**src/rtl/cfg_loader.sv**
```systemverilog
// Configuration loader: on a control-unit request, pulls NUM_WORDS words from the
// host over a valid/ready handshake into a register bank and flags the bank valid.
module cfg_loader #(
    parameter  int DATA_WIDTH = 32,
    parameter  int NUM_WORDS  = 8,
    localparam int CNT_WIDTH  = $clog2(NUM_WORDS)
) (
    input  logic                            clk,
    input  logic                            rst_n,
    input  logic                            CFG_Req,
    output logic                            IFCFG_RdDone,
    output logic                            IFCFG_Val,
    output logic                            IF_Req,
    input  logic [DATA_WIDTH-1:0]           IF_Dat,
    input  logic                            IF_DatVal,
    output logic                            IF_DatRdy,
    output logic                            CFG_Wr,
    output logic [CNT_WIDTH-1:0]            CFG_Addr,
    output logic [NUM_WORDS*DATA_WIDTH-1:0] CFG_Regs,
    output logic [1:0]                      dbg_state
);

    // Handshake: a word moves on every cycle where IF_DatRdy and IF_DatVal are both high;
    // the host may hold IF_DatVal low for any number of cycles without losing position.

    typedef enum logic [1:0] {
        IDLE = 2'd0,
        RECV = 2'd1,
        DONE = 2'd2,
        HOLD = 2'd3
    } state_t;

    localparam logic [CNT_WIDTH-1:0] LAST_IDX = CNT_WIDTH'(NUM_WORDS - 1);

    state_t                          state_q, state_d;
    logic [CNT_WIDTH-1:0]            cnt_q, cnt_d;
    logic [NUM_WORDS*DATA_WIDTH-1:0] regs_q, regs_d;
    logic                            val_q, val_d;
    logic                            wr_q, wr_d;
    logic [CNT_WIDTH-1:0]            addr_q, addr_d;

    always_ff @(posedge clk or negedge rst_n) begin
        if (!rst_n) begin
            state_q <= IDLE;
            cnt_q   <= '0;
            regs_q  <= '0;
            val_q   <= 1'b0;
            wr_q    <= 1'b0;
            addr_q  <= '0;
        end else begin
            state_q <= state_d;
            cnt_q   <= cnt_d;
            regs_q  <= regs_d;
            val_q   <= val_d;
            wr_q    <= wr_d;
            addr_q  <= addr_d;
        end
    end

    always_comb begin
        state_d = state_q;
        cnt_d   = cnt_q;
        regs_d  = regs_q;
        val_d   = val_q;
        wr_d    = 1'b0;
        addr_d  = addr_q;
        case (state_q)
            IDLE: begin
                if (CFG_Req) begin
                    state_d = RECV;
                    cnt_d   = '0;
                    val_d   = 1'b0;
                end
            end
            RECV: begin
                if (IF_DatVal) begin
                    for (int i = 0; i < NUM_WORDS; i++) begin
                        if (cnt_q == CNT_WIDTH'(i)) begin
                            regs_d[i*DATA_WIDTH +: DATA_WIDTH] = IF_Dat;
                        end
                    end
                    wr_d   = 1'b1;
                    addr_d = cnt_q;
                    // Completion takes priority over a request dropped on the last word.
                    if (cnt_q == LAST_IDX) begin
                        state_d = DONE;
                        cnt_d   = '0;
                    end else if (!CFG_Req) begin
                        state_d = IDLE;
                        cnt_d   = '0;
                    end else begin
                        cnt_d = cnt_q + 1'b1;
                    end
                end else if (!CFG_Req) begin
                    state_d = IDLE;
                    cnt_d   = '0;
                end
            end
            DONE: begin
                val_d   = 1'b1;
                state_d = HOLD;
            end
            HOLD: begin
                if (!CFG_Req) begin
                    state_d = IDLE;
                end
            end
            default: state_d = IDLE;
        endcase
    end

    assign IF_Req       = (state_q == RECV);
    assign IF_DatRdy    = (state_q == RECV);
    assign IFCFG_RdDone = (state_q == DONE);
    assign IFCFG_Val    = val_q;
    assign CFG_Wr       = wr_q;
    assign CFG_Addr     = addr_q;
    assign CFG_Regs     = regs_q;
    assign dbg_state    = state_q;

endmodule

```
**config.mk**
```make
export PLATFORM = sky130hd
export DESIGN_NAME = cfg_loader
export DESIGN_NICKNAME = d
export VERILOG_FILES = /design/src/rtl/cfg_loader.sv
export SDC_FILE = /design/constraint.sdc
export NUM_CORES = 1
export LEC_CHECK = 0
export CAP_MARGIN = 15
export CORE_MARGIN = 5
export CORE_UTILIZATION = 25
export CTS_CLUSTER_DIAMETER = 120
export DETAILED_ROUTE_END_ITERATION = 12
export SKIP_LAST_GASP = 1
export SYNTH_ARGS = -nofsm -noshare
export SYNTH_HDL_FRONTEND = slang
export SYNTH_SLANG_ARGS = --single-unit
```
**constraint.sdc**
```tcl
create_clock -name clk -period 3.6 [get_ports clk]
set_input_delay 0.54 -clock clk [delete_from_list [all_inputs] [get_ports clk]]
set_output_delay 0.54 -clock clk [all_outputs]
set_load 0.05 [all_outputs]
```
==> impl_metrics.csv, run 1 <==
group,metric,value,unit
run_status,outcome,"completed",
synthesis,synth_edf_count,0,
placed_design,place.gp.congestion,0.735,
synthesis,synthTopCellsByArea,"dfrtp_1 (66%), mux2_2 (24%), mux2_1 (4.3%)",
setup_path,worst_path_max_delay_cell,"clkdlybuf4s50_1",
setup_path,path_max_fanout,10,
clocking,cts_tree,"done",
floorplanning,io_pins,302,
setup_path,end_kind,"primary output",
finish,nets,962,
clocking,ctsLongestPathBuffers,3,
detailed_routing,viasPerCell,4.24,
placed_design,dpl.cell_count,1413,
finish,design_area,14800,um^2
sta,maxSlewHeadroom,0.422,
clocking,clk_latency,0.56,ns
setup_path,slowest_delay,0.82,ns
clocking,clk_pin_slew,0.06,ns
setup_path,rrSetupSlack,1.46,ns
synthesis,synth_nets,638,
detailed_routing,routedWlPerCell,20.3,um
setup_path,ff2ff_path_depth,6,
synthesis,yosysTopAreaCellShare,0.662,
synthesis,ys.flop_type,"dfrtp_1",
floorplanning,dieArea,44300,um^2
synthesis,yosysSeqAreaShare,0.662,
global_route,first_global_vias,6662,
finish,area_growth_syn_to_layout,47.5,%
power,p_leak,0.00679,uW
floorplanning,start_util,0.253,
floorplanning,die_x,211,um
setup_path,crit_path_start_kind,"register",
setup_path,r2r_end,"CFG_Regs[139]",
clocking,cts-root-buf,"clkbuf_16",
detailed_routing,wl,29800,um
synthesis,postSynthAreaPerCell,16.9,um^2
synthesis,synth.most_common_cell,"dfrtp_1",
global_route,antenna_found_initial,0,
sta,fin_skew,0.0121,ns
clocking,cts_buffers,30,
job,max_cap_viol_count,0,
setup_path,crit_buf_inv,2,
clocking,cts_resized,0,
sta,worst_slew_pin_slew,0.866,ns
sta,fin_setup_tns,0,ns
placed_design,dp_hpwl,21000,um
floorplanning,design.core.area,39700,um^2
setup_path,crit_path_cell_trace,"nand2b_1, inv_1, clkdlybuf4s50_1",
power,ir_worst_vdd,401,uV
synthesis,syn_inst,596,
sta,min_period,2.85,ns
worst_hold_path,hp-class,"input pin to async pin",
power,pwr-share-comb,0.237,
clocking,clock_sinks,266,
finish,diodes,0,
setup_path,required,3.06,ns
sta,final_max_slew_viol_count,0,
synthesis,synth_common_cells,"dfrtp_1 (266), mux2_2 (218), mux2_1 (38)",
setup_path,r2r_start,"cnt_q[0]",
synthesis,synth_cell_type_count,25,
detailed_routing,vias,6227,
clocking,h-tree-depth,1,
detailed_routing,drt_iter0_drc,186,
finish,drive_gt1_frac,0.311,
global_route,grt_first_pass_wirelength,45200,um
placed_design,io_buffers,301,
placed_design,place_area,13800,um^2
power,pwr-share-seq,0.390,
power,clkPwrFrac,0.373,
power,p_sw,2760,uW
synthesis,ys_warn_count,0,
power,powerDensity,591,nW/um^2
synthesis,synth.cell_area,10100,um^2
setup_path,path_class,"register to primary output",
clocking,hold_buffers,0,
sta,min_period_over_period,0.793,
detailed_routing,first_pass_iters,4,
power,p_total,8770,uW
global_route,grt_usage,0.132,
finish,num-fill-cells,3810,
setup_path,worstPathArrival,2.31,ns
synthesis,synth-seq-cells,266,
floorplanning,fp.dieH,211,um
sta,rsz0062_at_grt,"no",
sta,hold_viol,0,
finish,instances_no_fill,1467,
global_route,grt_overflow,0,
clocking,post-cts-setup-buffer-count,0,
setup_path,crit_start,"dbg_state[1]",
sta,max_freq,350,MHz
sta,setup_viol,0,
power,intPower,6010,uW
global_route,grt_max_degree,108,
power,swShare,0.315,
floorplanning,core.rowCount,73,
detailed_routing,drcViolationCount,0,
synthesis,synthArstFlopShare,1.00,
detailed_routing,drt.antenna.violating_nets,0,
setup_path,critPathTopFamily,"buffers and inverters",
finish,final_util,0.373,
synthesis,synth_top_area_cell,"dfrtp_1",
## cell usage in the layout, fill, tap and decap left out, types with 2 or more instances in the layout
| master | n |
|---|---|
| buf_12 | 6 |
| clkdlybuf4s50_1 | 300 |
| nor2_4 | 3 |
| clkbuf_16 | 31 |
| o21ai_0 | 5 |
| nand4b_1 | 2 |
| inv_6 | 2 |
| inv_1 | 6 |
| nand3b_1 | 3 |
| clkbuf_1 | 6 |
| buf_4 | 12 |
| nand2_1 | 7 |
| o2bb2ai_1 | 2 |
| clkbuf_8 | 5 |
| dfrtp_1 | 266 |
| nor3_4 | 2 |
| clkinv_2 | 3 |
| mux2_1 | 38 |
| mux2_2 | 218 |
| bufinv_16 | 5 |
| ha_1 | 6 |
## worst max path at each step
stage | cells past startpoint | end
2_1_floorplan | 4 | IF_Req
3_3_place_gp | 6 | CFG_Regs[252]
3_5_place_dp | 6 | CFG_Regs[254]
4_1_cts | 3 | IF_Req
5_1_grt | 3 | IF_DatRdy
6_report | 3 | IF_Req
## metal layers
metal	global-route usage	part of all wire	wire length (um)	vias to the layer above
met5	0	0	0	-
met4	0.0295	0.021	615	0
met3	0.0420	0.070	2080	35
met2	0.214	0.48	14300	186
met1	0.173	0.43	12800	3231
li1	-	-	-	2775
## sequential cells by signal, summed over array words and instances, names as in the netlist
signal and flops:
CFG_Wr 1, dbg_state 2, cnt_q 3, CFG_Addr 3, CFG_Regs 256, IFCFG_Val 1
## layout make-up
type	instances	area, um^2	area share
inverters	7	26.3	0.00177
clock buffers	42	867	0.0585
multi-input cells	296	3200	0.216
clock inverters	12	199	0.0134
flip-flops and latches	266	6660	0.449
repair buffers	319	3230	0.218
well taps	525	657	0.0443
## stage by stage
step | worst slack [ns] | hold slack, ns
6_report | 0.746 | 0.0388
5_1_grt | 0.603 | 0.0870
4_1_cts | 0.691 | 0.0575
3_5_place_dp | 0.899 | 0.474
3_3_place_gp | 0.998 | 0.470
2_1_floorplan | 1.50 | 0.244
## worst register-to-register path, cell delays in order, from the launching register on
cell and delay, ns:
dfrtp_1 0.42, inv_1 0.11, ha_1 0.18, nand4b_1 0.16
or2_2 0.54, buf_12 0.27, mux2_1 0.33
## logic make-up after synthesis
family / count (synthesis) / synth area share
flip-flops: 266 / 0.662
AND/OR/NAND/NOR: 24 / 0.0141
buffers and inverters: 34 / 0.0233
AO/OA/AOI/OAI: 10 / 0.00647
adder cells (fa/ha/maj): 6 / 0.00747
multiplexers: 256 / 0.287
## power by group through the flow
stage                     Sequential, uW  Combinational, uW  Clock [uW]
final                               3420               2080        3270
after global routing                3460               2160        3500
after CTS                           3430               2110        3390
after detailed placement            3480               2110           0
after global placement              3470               2100           0
after floorplan                     4450                276           0
(Power assumes the default switching activity.)
==> run 2, diff against run 1 <==
clock period = 2.6 ns   (was 3.6 ns; I/O delays follow)
==> run 2 against run 1 <==
Effect of this change: sequential share of layout area is 0.18 points higher; largest power group unchanged; flip-flop and latch count unchanged; die area is the same; critical path depth unchanged; register-to-register slack worse by 0.77 ns; combinational power increased by 39%; total power grew 35%; sequential power up 38%.
==> impl_metrics.csv, run 2 (synthesis results as in run 1) <==
group,metric,value,unit
detailed_routing,viasPerCell,4.26,
clocking,ctsLongestPathBuffers,3,
global_route,busiest_layer,"met2",
finish,num-fill-cells,3751,
finish,instances_no_fill,1469,
detailed_routing,routedWlPerCell,20.3,um
sta,min_period_over_period,0.930,
power,powerDensity,799,nW/um^2
finish,mostFrequentLayoutCell,"clkdlybuf4s50_1",
sta,fin_setup_tns,0,ns
clocking,cts_buffers,30,
power,pwr-share-comb,0.245,
sta,setup_viol,0,
sta,min_period,2.42,ns
sta,rsz0062_at_grt,"no",
global_route,use_met2,0.216,
detailed_routing,first_pass_iters,4,
sta,final_max_slew_viol_count,0,
finish,diodes,0,
floorplanning,dieArea,44300,um^2
floorplanning,design.core.area,39700,um^2
power,ir_worst_vdd,559,uV
placed_design,dp_hpwl,21100,um
job,max_cap_viol_count,0,
sta,hold_viol,0,
floorplanning,io_pins,302,
worst_hold_path,hp-class,"input pin to async pin",
power,intPower,8010,uW
global_route,grt_overflow,0,
global_route,grt_usage,0.131,
global_route,grt_first_pass_wirelength,45300,um
power,swShare,0.321,
setup_path,crit_path_start_kind,"register",
floorplanning,fp.dieH,211,um
floorplanning,core.rowCount,73,
setup_path,r2r_end,"CFG_Regs[135]",
clocking,clock_sinks,266,
setup_path,path_max_fanout,10,
finish,drive_gt1_frac,0.314,
sta,max_freq,413,MHz
global_route,first_global_vias,6963,
finish,design_area,14800,um^2
power,p_total,11800,uW
clocking,cts_tree,"done",
clocking,clk_latency,0.56,ns
clocking,clk_pin_slew,0.06,ns
setup_path,end_kind,"primary output",
setup_path,rrSetupSlack,0.69,ns
finish,largest_reg_flops,256,
sta,maxSlewHeadroom,0.597,
setup_path,required,2.21,ns
placed_design,place.gp.congestion,0.731,
floorplanning,start_util,0.253,
detailed_routing,drt.antenna.violating_nets,0,
finish,area_growth_syn_to_layout,46.9,%
sta,worst_slew_pin_slew,0.602,ns
clocking,post-cts-setup-buffer-count,0,
global_route,grt.met1_usage,0.165,
placed_design,dpl.cell_count,1418,
power,clkPwrFrac,0.354,
placed_design,place_area,13800,um^2
detailed_routing,drcViolationCount,0,
power,p_sw,3790,uW
global_route,met3_usage,0.0445,
sta,fin_skew,0.0100,ns
clocking,cts-root-buf,"clkbuf_16",
global_route,antenna_found_initial,0,
setup_path,r2r_start,"cnt_q[0]",
setup_path,worstPathArrival,2.03,ns
power,pwr-share-seq,0.401,
placed_design,io_buffers,301,
floorplanning,die_x,211,um
setup_path,path_class,"register to primary output",
global_route,grt_max_degree,60,
detailed_routing,wl,29800,um
power,p_leak,0.00679,uW
finish,final_cell_mix,"clkdlybuf4s50_1 (297), dfrtp_1 (266), mux2_2 (218)",
detailed_routing,vias,6254,
sta,whs,0.371,ns
detailed_routing,drt_iter0_drc,208,
run_status,outcome,"completed",
clocking,h-tree-depth,1,
setup_path,ff2ff_path_depth,6,
finish,nets,968,
## run 2: cell count changes in the layout (fill, tap and decap cells not counted)
cell,delta
buf_12,-1
clkinvlp_4,+1
buf_4,+6
dlymetal6s2s_1,+1
bufinv_16,-3
clkdlybuf4s50_1,-3
clkinv_2,+1
dlygate4sd3_1,+1
dlygate4sd2_1,+2
clkbuf_1,-2
inv_6,-1
## run 2: power groups by stage
stage | registers [uW] | clock network, uW | logic, uW
after global placement | 4800 | 0 | 2910
after global routing | 4780 | 4470 | 3020
after CTS | 4740 | 4340 | 2940
final | 4730 | 4180 | 2890
after detailed placement | 4810 | 0 | 2930
after floorplan | 6160 | 0 | 383
## run 2: worst max path at each step
stage / startpoint / end / slack, ns / cells after the start
finish: dbg_state[1] / IF_DatRdy / 0.18 / 3
global route: dbg_state[0] / IF_DatRdy / 0.07 / 3
CTS: dbg_state[1] / IFCFG_RdDone / 0.01 / 2
detailed placement: IF_DatVal / CFG_Regs[135] / 0.35 / 5
global placement: IF_DatVal / CFG_Regs[134] / 0.41 / 5
floorplan: dbg_state[0] / IF_Req / 0.65 / 4
## run 2: area by class of cell
type | count | area, um^2 | share of cell area
well taps | 525 | 657 | 0.0445
clock inverters | 10 | 113 | 0.00762
clock buffers | 40 | 860 | 0.0582
flip-flops and latches | 266 | 6660 | 0.451
inverters | 7 | 26.3 | 0.00178
multi-input cells | 296 | 3200 | 0.217
repair buffers | 325 | 3260 | 0.221
## run 2: timing repair
action                                  4_1_cts  5_1_grt
resized for setup                             2        1
hold buffers                                  1        0
cloned                                        0        0
endpoints found under the hold margin        50        0
endpoints found under the setup margin        2        1
## run 2: routing by layer
layer,up-vias,wire [um]
met5,-,0
met4,0,737
met3,41,2400
met2,200,14100
met1,3252,12600
li1,2761,-
## run 2: critical path, cell delays in order (launching register included)
cell           delay (ns)
dfrtp_1              0.47
nand2b_1             0.30
inv_1                0.16
dlygate4sd2_1        0.55
## run 2: metrics by stage
step / setup WS, ns / utilization
global placement: 0.408 / 0.347
global route: 0.0748 / 0.372
detailed placement: 0.351 / 0.347
CTS: 0.0132 / 0.372
finish: 0.181 / 0.372
floorplan: 0.646 / -
==> run 3, diff against run 2 <==
CTS_CLUSTER_SIZE = 30   (was unset)
==> run 3 against run 2 <==
Effect of this change: critical path depth unchanged; global-route usage decreased by 0.31 points; sequential power is essentially flat; critical path type unchanged; non-clock buffer count unchanged; fmax up 1.3%; final cell count down 2.4%; worst setup slack gained 0.031 ns; sequential share of layout area is 2.0 points higher; largest power group unchanged; cell area decreased by 4.3%; register-to-register slack barely moved.
==> impl_metrics.csv, run 3 (synthesis results as in run 1) <==
group,metric,value,unit
run_status,outcome,"completed",
sta,setup_viol,0,
finish,regArea,6660,um^2
clocking,clk_latency,0.50,ns
job,max_cap_viol_count,0,
placed_design,dp_hpwl,21100,um
placed_design,io_buffers,301,
sta,fin_setup_tns,0,ns
finish,instances_no_fill,1434,
setup_path,crit_path_start_kind,"register",
sta,min_period,2.39,ns
sta,maxSlewHeadroom,0.590,
floorplanning,die_x,211,um
finish,diodes,0,
global_route,grt_usage,0.128,
power,clkPwrFrac,0.226,
floorplanning,design.core.area,39700,um^2
sta,hold_viol,0,
finish,largest_reg_flops,256,
detailed_routing,wl,29200,um
finish,nets,950,
finish,num-fill-cells,3793,
clocking,cts_tree,"done",
sta,final_max_slew_viol_count,0,
detailed_routing,viasPerCell,4.27,
global_route,first_global_vias,6771,
detailed_routing,routedWlPerCell,20.4,um
finish,mostFrequentLayoutCell,"clkdlybuf4s50_1",
sta,worst_slew_pin_slew,0.613,ns
placed_design,dpl.cell_count,1418,
finish,area_growth_syn_to_layout,40.6,%
detailed_routing,drt_iter0_drc,239,
sta,min_period_over_period,0.919,
power,p_leak,0.00648,uW
power,powerDensity,696,nW/um^2
clocking,clock_sinks,266,
sta,rsz0062_at_grt,"no",
power,pwr-share-seq,0.480,
worst_hold_path,hp-class,"input pin to async pin",
global_route,grt_overflow,0,
detailed_routing,drt.antenna.violating_nets,0,
floorplanning,io_pins,302,
setup_path,r2r_start,"cnt_q[2]",
clocking,clk_pin_slew,0.12,ns
floorplanning,core.rowCount,73,
power,p_total,9840,uW
setup_path,required,2.21,ns
detailed_routing,vias,6117,
setup_path,end_kind,"primary output",
sta,timing.final.ws_setup,0.212,ns
global_route,antenna_found_initial,0,
sta,fin_skew,0.0159,ns
floorplanning,dieArea,44300,um^2
detailed_routing,drcViolationCount,0,
detailed_routing,first_pass_iters,4,
power,pwr-share-comb,0.294,
clocking,post-cts-setup-buffer-count,0,
clocking,h-tree-depth,1,
global_route,grt_max_degree,60,
placed_design,place.gp.congestion,0.731,
power,swShare,0.347,
placed_design,place_worst_setup_slack,0.351,ns
finish,multiInputGateArea,3200,um^2
clocking,ctsLongestPathBuffers,3,
setup_path,worstPathArrival,2.00,ns
floorplanning,fp.dieH,211,um
sta,max_freq,419,MHz
floorplanning,start_util,0.253,
setup_path,crit_start,"dbg_state[1]",
clocking,cts-root-buf,"clkbuf_16",
finish,final_cell_mix,"clkdlybuf4s50_1 (297), dfrtp_1 (266), mux2_2 (218)",
setup_path,path_class,"register to primary output",
clocking,cts_buffers,12,
setup_path,path_max_fanout,10,
placed_design,place_area,13800,um^2
finish,design_area,14100,um^2
power,p_sw,3410,uW
finish,drive_gt1_frac,0.290,
global_route,grt_first_pass_wirelength,44300,um
power,intPower,6420,uW
power,ir_worst_vdd,442,uV
-- run 3: cell count changes in the layout (fill, tap and decap cells not counted) --
cell,change
clkinvlp_4,-2
inv_6,-1
clkbuf_1,-3
bufinv_16,-2
clkinv_2,-3
clkinv_4,-1
clkbuf_8,-5
clkbuf_16,-18
-- run 3: critical path, stage by stage, from the launching register on --
cell and delay, ns:
dfrtp_1 0.49, nand2b_1 0.30, inv_1 0.16, dlygate4sd2_1 0.55
-- run 3: power by group through the flow --
stage | sequential [uW] | combinational (uW) | clock (uW)
4_1_cts | 4730 | 2940 | 2340
2_1_floorplan | 6160 | 383 | 0
3_5_place_dp | 4810 | 2930 | 0
5_1_grt | 4780 | 3020 | 2440
3_3_place_gp | 4800 | 2910 | 0
6_report | 4720 | 2890 | 2220
-- run 3: final timing paths --
kind,slack [ns],depth (start not counted),end
worst max-delay path,0.21,3,IF_DatRdy
worst min-delay path,0.40,2,CFG_Regs[10]
worst max register to register,0.68,5,CFG_Regs[110]
worst min register to register,0.50,1,IFCFG_Val
max in group asynchronous,1.28,3,CFG_Regs[247]
min in group clk,0.50,1,IFCFG_Val
-- run 3: per-stage QoR --
stage,hold WS (ns),util
floorplan,0.0944,-
global placement,0.359,0.347
detailed placement,0.364,0.347
CTS,0.415,0.356
global route,0.440,0.356
finish,0.402,0.356
-- run 3: timing repair --
item | CTS | global route
setup endpoints to repair | 2 | 1
cloned | 0 | 0
pin swaps | 0 | 0
hold endpoints to repair | 50 | 0
gates resized for setup | 2 | 1
hold buffers | 1 | 0
-- run 3: area by class of cell --
type / count / share of cell area
Timing Repair Buffer: 325 / 0.231
Inverter: 7 / 0.00186
Clock inverter: 1 / 0.000354
Tap cell: 525 / 0.0465
Multi-Input combinational cell: 296 / 0.226
Sequential cell: 266 / 0.471
Clock buffer: 14 / 0.0233
-- run 3: layer usage --
layer	part of all wire	vias to the layer above	global-route usage
li1	-	2709	-
met1	0.42	3202	0.164
met5	0	-	0
met3	0.075	29	0.0399
met4	0.022	0	0.0293
met2	0.48	177	0.214
